File: config.mk
export PLATFORM = sky130hd
export DESIGN_NAME = eater_control
export DESIGN_NICKNAME = d
export VERILOG_FILES = /design/src/rtl/eater_pkg.sv /design/src/rtl/microcode_rom.sv /design/src/rtl/eater_control.sv
export SDC_FILE = /design/constraint.sdc
export NUM_CORES = 1
export LEC_CHECK = 0
export ABC_AREA = 1
export CAP_MARGIN = 20
export CORE_MARGIN = 5
export CORE_UTILIZATION = 45
export CTS_CLUSTER_SIZE = 8
export DETAILED_ROUTE_END_ITERATION = 8
export PLACE_DENSITY = 0.9
export REMOVE_ABC_BUFFERS = 1
export SLEW_MARGIN = 20
export SYNTH_ARGS = -nofsm -noshare
export SYNTH_HDL_FRONTEND = slang
export SYNTH_HIERARCHICAL = 1
export SYNTH_SLANG_ARGS = --single-unit
File: constraint.sdc
create_clock -name clk -period 2.47 [get_ports clk]
set_input_delay 0.741 -clock clk [delete_from_list [all_inputs] [get_ports clk]]
set_output_delay 0.741 -clock clk [all_outputs]
set_load 0.02 [all_outputs]
File: src/rtl/eater_pkg.sv
// Shared opcodes, control-word bit map and fetch words for the SAP-style control sequencer.
package eater_pkg;

  typedef logic [15:0] ctrl_word_t;

  localparam logic [3:0] OP_NOP = 4'h0;
  localparam logic [3:0] OP_LDA = 4'h1;
  localparam logic [3:0] OP_ADD = 4'h2;
  localparam logic [3:0] OP_SUB = 4'h3;
  localparam logic [3:0] OP_STA = 4'h4;
  localparam logic [3:0] OP_LDI = 4'h5;
  localparam logic [3:0] OP_JMP = 4'h6;
  localparam logic [3:0] OP_JC  = 4'h7;
  localparam logic [3:0] OP_JZ  = 4'h8;
  localparam logic [3:0] OP_OUT = 4'hE;
  localparam logic [3:0] OP_HLT = 4'hF;

  localparam int unsigned B_HLT = 15;
  localparam int unsigned B_MI  = 14;
  localparam int unsigned B_RI  = 13;
  localparam int unsigned B_RO  = 12;
  localparam int unsigned B_IO  = 11;
  localparam int unsigned B_II  = 10;
  localparam int unsigned B_AI  = 9;
  localparam int unsigned B_AO  = 8;
  localparam int unsigned B_EO  = 7;
  localparam int unsigned B_SU  = 6;
  localparam int unsigned B_BI  = 5;
  localparam int unsigned B_OI  = 4;
  localparam int unsigned B_CE  = 3;
  localparam int unsigned B_CO  = 2;
  localparam int unsigned B_J   = 1;
  localparam int unsigned B_FI  = 0;

  localparam ctrl_word_t C_HLT = 16'h8000;
  localparam ctrl_word_t C_MI  = 16'h4000;
  localparam ctrl_word_t C_RI  = 16'h2000;
  localparam ctrl_word_t C_RO  = 16'h1000;
  localparam ctrl_word_t C_IO  = 16'h0800;
  localparam ctrl_word_t C_II  = 16'h0400;
  localparam ctrl_word_t C_AI  = 16'h0200;
  localparam ctrl_word_t C_AO  = 16'h0100;
  localparam ctrl_word_t C_EO  = 16'h0080;
  localparam ctrl_word_t C_SU  = 16'h0040;
  localparam ctrl_word_t C_BI  = 16'h0020;
  localparam ctrl_word_t C_OI  = 16'h0010;
  localparam ctrl_word_t C_CE  = 16'h0008;
  localparam ctrl_word_t C_CO  = 16'h0004;
  localparam ctrl_word_t C_J   = 16'h0002;
  localparam ctrl_word_t C_FI  = 16'h0001;

  localparam ctrl_word_t FETCH_T0 = C_CO | C_MI;
  localparam ctrl_word_t FETCH_T1 = C_RO | C_II | C_CE;

endpackage

File: src/rtl/microcode_rom.sv
// Combinational microcode: (opcode, step, flags) -> 16-bit control word.
module microcode_rom
  import eater_pkg::*;
(
  input  logic [3:0] opcode,
  input  logic [2:0] step,
  input  logic [1:0] flags,
  output logic [15:0] ctrl
);

  ctrl_word_t t2, t3, t4;

  always_comb begin
    t2 = '0;
    t3 = '0;
    t4 = '0;
    case (opcode)
      OP_LDA: begin
        t2 = C_IO | C_MI;
        t3 = C_RO | C_AI;
      end
      OP_ADD: begin
        t2 = C_IO | C_MI;
        t3 = C_RO | C_BI;
        t4 = C_EO | C_AI | C_FI;
      end
      OP_SUB: begin
        t2 = C_IO | C_MI;
        t3 = C_RO | C_BI;
        t4 = C_EO | C_AI | C_SU | C_FI;
      end
      OP_STA: begin
        t2 = C_IO | C_MI;
        t3 = C_AO | C_RI;
      end
      OP_LDI: t2 = C_IO | C_AI;
      OP_JMP: t2 = C_IO | C_J;
      // flags[0] = carry, flags[1] = zero
      OP_JC:  t2 = flags[0] ? (C_IO | C_J) : '0;
      OP_JZ:  t2 = flags[1] ? (C_IO | C_J) : '0;
      OP_OUT: t2 = C_AO | C_OI;
      OP_HLT: t2 = C_HLT;
      default: ;
    endcase
  end

  always_comb begin
    case (step)
      3'd0:    ctrl = FETCH_T0;
      3'd1:    ctrl = FETCH_T1;
      3'd2:    ctrl = t2;
      3'd3:    ctrl = t3;
      3'd4:    ctrl = t4;
      default: ctrl = '0;
    endcase
  end

endmodule

File: src/rtl/eater_control.sv
// Control sequencer top: step counter, halt register and output mux around the microcode ROM.
module eater_control
  import eater_pkg::*;
#(
  parameter int unsigned NUM_STEPS = 5,
  parameter bit          EARLY_END = 1'b1
) (
  input  logic        clk,
  input  logic        reset,
  input  logic [7:0]  instr,
  input  logic [1:0]  flags,
  output logic [15:0] ctrl,
  output logic [2:0]  step,
  output logic        halted
);

  logic [2:0] step_q, step_d, step_nxt;
  logic       halted_q, halted_d;
  ctrl_word_t cur_word, next_word;
  logic       unused_operand;

  assign unused_operand = ^instr[3:0];
  assign step_nxt       = step_q + 3'd1;

  microcode_rom u_rom_cur (
    .opcode (instr[7:4]),
    .step   (step_q),
    .flags  (flags),
    .ctrl   (cur_word)
  );

  // Lookahead copy lets the counter skip trailing all-zero steps.
  microcode_rom u_rom_next (
    .opcode (instr[7:4]),
    .step   (step_nxt),
    .flags  (flags),
    .ctrl   (next_word)
  );

  always_comb begin
    step_d   = step_q;
    halted_d = halted_q;
    if (!halted_q) begin
      if (cur_word[B_HLT]) begin
        halted_d = 1'b1;
      end else if (step_q == 3'(NUM_STEPS - 1)) begin
        step_d = '0;
      end else if (EARLY_END && (step_q != 3'd0) && (next_word == '0)) begin
        step_d = '0;
      end else begin
        step_d = step_nxt;
      end
    end
  end

  always_ff @(posedge clk) begin
    if (reset) begin
      step_q   <= '0;
      halted_q <= 1'b0;
    end else begin
      step_q   <= step_d;
      halted_q <= halted_d;
    end
  end

  assign ctrl   = halted_q ? C_HLT : cur_word;
  assign step   = step_q;
  assign halted = halted_q;

endmodule

==> Word level (Yosys, flattened, before mapping) <==
Cells that the tools add are included.
W data, S select, Z words.
{ "totals": {"reg_bits": 4, "latch_bits": 0, "mem_bits_rw": 0, "mem_bits_ro": 0, "out_inout_bits": 20, "mem_count": 0} }
{ "classes": {"addsub": 1, "multipliers": 0, "div_mod_pow": 0, "order_cmp": 0, "n_eq_ne": 18, "n_shift": 0, "n_mux": 12, "bitwise": 2, "reduce_logical": 8} }
{ "op_table": {"columns": ["cell", "count"], "rows": [
  ["$pmux W16 S5", 2],
  ["$pmux W16 S7", 1],
  ["$pmux W14 S3", 1],
  ["$mux W12", 2],
  ["$pmux W10 S2", 1],
  ["$eq A4 B3 Y1 const B", 4],
  ["$logic_not A16 Y1", 1],
  ["$mux W16", 1],
  ["$eq A3 B2 Y1 const B", 4],
  ["$eq A4 B4 Y1 const B", 3],
  ["$eq A4 B2 Y1 const B", 2],
  ["$eq A3 B1 Y1 const B", 2],
  ["$eq A3 B3 Y1 const B", 2],
  ["$logic_not A3 Y1", 2],
  ["$mux W3", 2],
  ["$eq A4 B1 Y1 const B", 1],
  ["$reduce_or A4 Y1", 1],
  ["$add A3 B1 Y3 const B", 1],
  ["$reduce_bool A3 Y1", 1],
  ["$mux W1", 2],
  ["$not A1 Y1", 2],
  ["$reduce_and A2 Y1", 1],
  ["$reduce_or A2 Y1", 1],
  ["$logic_and A1 B1 Y1", 1]
]} }

==> Depth between registers and ports, before layout <==
Gate-level depths: netlist of the first run.
{ "logic_depth": {"depth_word": 8, "depth_mapped": 14, "ltp_nobuf": 14} }

==> Hierarchy <==
Netlist of the first run, hierarchy kept.
{ "modules_own_cells": {"columns": ["mod", "n_inst", "cells_each", "area_per_inst_um2", "seq_area_each_um2"], "rows": [
  ["microcode_rom", 2, 58, 250.2, 0.0],
  ["eater_control", 1, 77, 429.2, 80.1]
]} }

==> Least setup slack after synthesis of the first run <==
OpenSTA, ideal clock, no wires.
{ "synth_timing": {"path_kind": "input to output", "start": "input port instr[6]", "end": "output port ctrl[15]", "arrival_time_ps": 1657, "path_slack_ps": 72, "stages": 4, "n_path_buf": 0, "cell_sequence": "inv_1 > nor4_1 > nor2_8 > inv_1"} }
{ "synth_via": {"elab_chain_cells": 5} }
{ "synth_rtl": {"columns": ["item", "line", "text"], "rows": [
  ["start, declared", "eater_control.sv:10", "input logic [7:0] instr,"],
  ["$eq A4 B1 Y1, or another cell as far along", "microcode_rom.sv:17", "case (opcode)"],
  ["$reduce_or A4 Y1 (no line)", null, null],
  ["$pmux W16 S7 *", "microcode_rom.sv:17", null],
  ["$pmux W16 S5 *", "microcode_rom.sv:48", "case (step)"],
  ["named net cur_word[15]", "eater_control.sv:19", "ctrl_word_t cur_word, next_word;"],
  ["$mux W16 *", "eater_control.sv:66", "assign ctrl = halted_q ? C_HLT : cur_word;"],
  ["end, declared", "eater_control.sv:12", "output logic [15:0] ctrl,"]
]} }
The timed path passes the listed nets; every way through them passes the cells marked *.

==> Worst setup path after layout of the first run <==
{ "layout_timing": {"start": "input port instr[4]", "end": "output port ctrl[1]"} }
The elaborated chain is that of the path after synthesis.

==> results of run 1 <==
timing repair:
item	CTS	global route
hold buffers	0	0
buffers inserted	0	3
pin swaps	2	8
setup endpoints to repair	13	11
gates resized for setup	77	24
cells in the mapped netlist:
cell      number
nor2_2         3
nand3b_4       1
nand3_1       12
nor2_8         1
ha_1           2
xnor2_1        1
nand2_1       41
a31oi_1        2
o22ai_1        2
buf_6          1
inv_1         45
nor2_1        59
o211ai_1       2
inv_2          2
nor4_1         2
o21ai_0        2
buf_4          4
dfxtp_1        4
nand3_2        1
and2_0         1
nor3_1         2
buf_2          1
a21oi_1        2
power by group through the flow:
stage	logic, W	clock network [W]	registers, W
floorplan	0.000494	0	0.000143
global placement	0.000824	0	0.000100
detailed placement	0.000836	0	0.000101
CTS	0.000813	0.0000815	0.0000999
global route	0.000921	0.0000826	0.000103
finish	0.000821	0.0000793	0.000100
routing by layer:
layer  part of all wire (%)  vias to the layer above  global-route usage (%)
met2                     50                       22                    30.2
met3                    3.9                        2                    2.10
li1                       -                      656                       -
met1                     46                      536                    19.1
met5                      0                        -                       0
met4                   0.56                        0                    3.13
logic make-up (layout without fill, tap and decap cells):
| group | after synthesis | in the layout | synth area share, % |
|---|---|---|---|
| AOI/OAI and AO/OA | 10 | 10 | 6.46 |
| buffers and inverters | 53 | 96 | 24.0 |
| DFF | 4 | 4 | 8.61 |
| xor gates and xnor gates | 1 | 1 | 0.942 |
| and+or+nand+nor | 123 | 123 | 57.3 |
| adders and majority gates | 2 | 2 | 2.69 |
final timing paths:
path,from,to,slack (ps),cells past startpoint
hold / removal,step[2]$_SDFFE_PP0P_,step[2]$_SDFFE_PP0P_,630,3
hold reg to reg,step[2]$_SDFFE_PP0P_,step[2]$_SDFFE_PP0P_,630,3
setup reg to reg,step[0]$_SDFFE_PP0P_,step[1]$_SDFFE_PP0P_,460,13
setup / recovery,instr[4],ctrl[1],70,10
sequential cells by signal (all words and copies together), names as in the netlist:
signal  cells
step        3
halted      1
metrics by stage:
| step | power (W) | util (%) | setup TNS (ps) | setup slack (ps) | hold slack [ps] |
|---|---|---|---|---|---|
| 2_1_floorplan | 0.000637 | - | 0 | 71.9 | 602 |
| 3_3_place_gp | 0.000925 | 66.6 | -10110 | -809 | 611 |
| 3_5_place_dp | 0.000937 | 66.6 | -10380 | -833 | 618 |
| 4_1_cts | 0.000994 | 64.8 | 0 | 9.49 | 624 |
| 5_1_grt | 0.00111 | 68.8 | -25.1 | -12.7 | 661 |
| 6_report | 0.00100 | 68.8 | 0 | 70.6 | 625 |
cell type report:
type | count | area, um2
clock buffer | 3 | 22.5
fill | 188 | 613
inverter | 47 | 179
timing repair buffer | 46 | 368
tap | 27 | 33.8
sequential | 4 | 80.1
multi-input combinational | 136 | 666
critical path, stage by stage:
cell and delay (ps):
clkbuf_4 160, nand2_1 90, inv_1 100, nand3_2 80, nand3_1 90, nand2_1 60
inv_1 50, inv_1 30, nor2_1 100, buf_4 160
==> summary.txt, run 1 <==
Outcome
  – Status: finished clean

Yosys
  – Synth Register Bits: 4
  – Post-synthesis instance total: 193
  – Mean post-synth cell area: 4.82 um2
  – Library cells used by synthesis: 23
  – Yosys top cell area share: 23.8%
  – Ys Warns: 6
  – Synth top area cells: nor2_1 24%, inv_1 18%, nand2_1 17%
  – Cell taking the most area after synthesis: nor2_1
  – Sequential-to-total area share from yosys stat: 8.61%
  – Post-Syn Area: 930 um2

Routing
  – Initial drt markers: 19
  – Residual DRC: 0
  – DRT Pass-1 Iters: 6
  – WL per Instance: 9.59 um
  – Routed vias/inst: 4.62
  – Antenna-violating nets left: 0
  – Vias: 1216
  – Routed WL: 2520 um

Worst setup path
  – CP Class: input pin to output port
  – Required time worst endpoint: 1730 ps
  – Worst Setup Start Kind: input pin
  – Crit Path Max Fanout: 7
  – Worst Setup End Kind: output port
  – WP data arrival: 1660 ps

Power
  – Worst vdd ir: 0.698 mV
  – Psw: 0.000535 W
  – Sequential share of power: 10.0%
  – Clock Power Share: 7.9%
  – PwrDens: 742 nW/um2
  – Logic pwr share: 82.0%
  – Cell Int Power: 0.000465 W
  – Switching share of total power: 53.5%
  – Lkg Pwr: 0.816 nW

CTS
  – Max Root-Sink Buffers: 2
  – Worst skew pair latency: 230 ps
  – Clock sinks: 4
  – Max H-tree Level: 1
  – TritonCTS Buffers: 3
  – Register clock-pin slew on the reported worst setup and hold paths: 40 ps
  – Root Driver: clkbuf_4
  – CTS tree: built

Timing
  – Minimum clock period after layout: 2400 ps
  – Count of final setup violators: 0
  – RSZ-0062 raised after global routing: true
  – Worst clock skew: 1.47 ps
  – Final Cycle Share: 97.1%
  – Fmax: 417 MHz
  – Final Hold Violating Endpoints: 0
  – Relative slew margins: 84.9%
  – Slew Viols, Final: 0
  – Worst Max-Slew Pin Slew: 226 ps

Floorplan
  – Num rows: 16
  – IO Pins: 32
  – Die extent in y: 55.5 um
  – Core area: 1960 um2
  – Initial Utilization: 47.4%
  – Die Wd: 55.5 um
  – Die area: 3070 um2

Min path
  – Worst hold path class: flip-flop to flip-flop

Global routing
  – First-pass GRT wire length: 4360 um
  – GRT Overall Usage: 16.0%
  – Initial antenna violation count: 0
  – Vias in the first global route: 1097
  – Gr ovfl total: 0
  – Largest net degree at the start of global routing: 18

Cells and area
  – Area growth syn-to-layout: 45.1%
  – Ant diodes: 0
  – Layout cells sized above 1: 24.2%
  – Final instance area: 1350 um2
  – Nets: 252
  – Most common cell after layout, fill and taps aside: nor2_1
  – Non-filler cells, final: 263
  – Commonest cells after routing, fill and taps aside: 54 x nor2_1, 42 x inv_1, 41 x nand2_1, 22 x buf_4, 11 x nand3_1

Placed design
  – Detailed Place HPWL: 1940 um
  – Area after DPL: 1310 um2
  – Placed cells: 257
  – Gp weighted congestion: 0.809
  – Port Buffers: 27

Job
  – Number of max-cap violations: 0
(Power assumes the default switching activity.)
==> inputs of run 2 (changes only) <==
--- a/config.mk
+++ b/config.mk
@@ -8,10 +8,11 @@
 export ABC_AREA = 1
 export CAP_MARGIN = 20
 export CORE_MARGIN = 5
-export CORE_UTILIZATION = 45
+export CORE_UTILIZATION = 54
 export CTS_CLUSTER_SIZE = 8
 export DETAILED_ROUTE_END_ITERATION = 8
-export PLACE_DENSITY = 0.9
+export DONT_BUFFER_PORTS = 1
+export PLACE_DENSITY = 0.79
 export REMOVE_ABC_BUFFERS = 1
 export SLEW_MARGIN = 20
 export SYNTH_ARGS = -nofsm -noshare
==> run 2 against run 1 <==
Effect of this change: worst hold slack worse by 28 ps; sequential cell count unchanged; clock-buffer cell count stayed put; clock power is essentially flat; non-clock buffer count fell by 34; die area shrank 14%; core utilization decreased by 8.4 points; final area fell by 24%; critical endpoint is now ctrl[11]; largest cell class unchanged.
==> summary.txt, run 2 (synthesis results as in run 1) <==
CTS
  – Clock sinks: 4
  – Worst skew pair latency: 230 ps
  – Root Driver: clkbuf_4
  – Max Root-Sink Buffers: 2
  – Post_cts resized: 0
  – TritonCTS Buffers: 3
  – Max H-tree Level: 1
  – CTS tree: built
  – Post-CTS setup buffer count: 0
  – Register clock-pin slew on the reported worst setup and hold paths: 30 ps
  – Hold_buf cts: 0

Cells and area
  – Area growth syn-to-layout: 9.69%
  – Ant diodes: 0
  – Most common cell after layout, fill and taps aside: nor2_1
  – Nets: 218
  – Fillers: 178
  – Multi-input gate area: 629 um2
  – Layout cells sized above 1: 11.9%
  – Max FFs per register: 3
  – Commonest cells after routing, fill and taps aside: 58 x nor2_1, 45 x inv_1, 41 x nand2_1, 12 x buf_4, 12 x nand3_1
  – Final core utilization: 60.4%
  – Storage cell area: 80.1 um2

Timing
  – Count of final setup violators: 0
  – Final Cycle Share: 93.9%
  – Minimum clock period after layout: 2320 ps
  – Fin Setup TNS: 0 ps
  – Relative slew margins: 55.7%
  – PnR worst setup slack: 152 ps
  – Worst clock skew: 2.47 ps
  – RSZ-0062 raised after global routing: false
  – Fmax: 431 MHz
  – Slew Viols, Final: 0
  – Final Hold Violating Endpoints: 0
  – Worst Max-Slew Pin Slew: 664 ps

Global routing
  – Initial antenna violation count: 0
  – Gr ovfl total: 0
  – GRT Overall Usage: 18.3%
  – Largest net degree at the start of global routing: 18
  – First-pass GRT wire length: 3880 um
  – Vias in the first global route: 1004

Routing
  – Routed WL: 2220 um
  – Uppermost layer routed: met3
  – Routed vias/inst: 5.01
  – Antenna-violating nets left: 0
  – Initial drt markers: 22
  – WL per Instance: 10.1 um
  – Residual DRC: 0
  – Met3 wire length: 149 um
  – Vias: 1097
  – DRT Pass-1 Iters: 4
  – WL met1: 930 um
  – WL met2: 1140 um

Worst setup path
  – WP data arrival: 1580 ps
  – Critical path's top delay family: simple AND/OR/NAND/NOR gates
  – Critical-path cell list: inv_1, nand2_1, nand2_1, o21ai_0, nor2_1, nor2_1, inv_1, nor2_1, buf_4
  – Required time worst endpoint: 1730 ps
  – Worst Setup End Kind: output port
  – CP Class: input pin to output port
  – Crit Path Max Fanout: 6
  – Worst Setup Start Kind: input pin
  – Max stage delay on crit path: 180 ps
  – Most frequent CP cell: nor2_1
  – Reg2reg setup slack: 400 ps
  – Crit-path slowest cell: buf_4
  – WP buf/inv: 3

Power
  – Worst vdd ir: 0.534 mV
  – Logic pwr share: 77.8%
  – Overall power: 0.000858 W
  – PwrDens: 842 nW/um2
  – Switching share of total power: 58.2%
  – Cell Int Power: 0.000359 W
  – Clock Power Share: 9.2%
  – Sequential share of power: 13.0%
  – Lkg Pwr: 0.628 nW
  – Psw: 0.000499 W

Outcome
  – Status: finished clean

Floorplan
  – Initial Utilization: 55.0%
  – Die Wd: 51.5 um
  – Num rows: 15
  – Core area: 1690 um2
  – Die extent in y: 51.5 um
  – IO Pins: 32
  – Die area: 2650 um2

Placed design
  – Port Buffers: 0
  – Gp weighted congestion: 0.844
  – DP Worst Slack: 121 ps
  – Detailed Place HPWL: 1840 um

Min path
  – Worst hold path class: input pin to flip-flop

Job
  – Number of max-cap violations: 0
[run 2: changes by cell type in the layout (fill, tap and decap cells not counted), sizes merged]
cell           change
buf               -23
clkdlybuf4s50      -6
dlygate4sd2        -2
dlymetal6s2s       -2
clkbuf             -1
[run 2: layout make-up]
class                      instances  area share [%]
multi-input combinational        136            61.7
clock buffer                       3            2.21
sequential                         4            7.85
tap                               17            2.09
inverter                          47            17.3
timing repair buffer              12            8.83
[run 2: through the flow]
stage	hold slack [ps]	area [um2]	cells
6_report	597	1020	219
5_1_grt	585	1020	219
4_1_cts	589	1020	219
3_5_place_dp	657	995	216
3_3_place_gp	657	995	216
2_1_floorplan	602	883	187
[run 2: worst paths after layout]
path	startpoint	end	cells after the start
setup reg to reg	step[1]$_SDFFE_PP0P_	step[1]$_SDFFE_PP0P_	13
hold / removal	reset	halted$_SDFF_PP0_	1
hold reg to reg	step[2]$_SDFFE_PP0P_	step[2]$_SDFFE_PP0P_	3
setup / recovery	instr[5]	ctrl[11]	9
[run 2: power groups by stage]
| stage | Combinational (W) | Sequential (W) | Clock (W) |
|---|---|---|---|
| floorplan | 0.000494 | 0.000143 | 0 |
| CTS | 0.000670 | 0.000111 | 0.0000833 |
| finish | 0.000668 | 0.000111 | 0.0000791 |
| global placement | 0.000646 | 0.000111 | 0 |
| detailed placement | 0.000668 | 0.000112 | 0 |
| global route | 0.000756 | 0.000116 | 0.0000901 |
[run 2: worst register-to-register path: stages, from the launching register on]
cell and delay [ps]:
dfxtp_1 400, buf_4 210, inv_1 60, ha_1 360, nand2_1 190, inv_1 70
nand2_1 60, o211ai_1 80, nor2_1 110, nand2_1 50, nor2_1 130, nand3_2 100
nand2_1 90, nand2_1 50
[run 2: layer usage]
metal	global-route usage (%)	up-vias
li1	-	588
met1	21.0	479
met2	33.7	30
met3	4.30	0
met4	4.80	0
met5	0	-
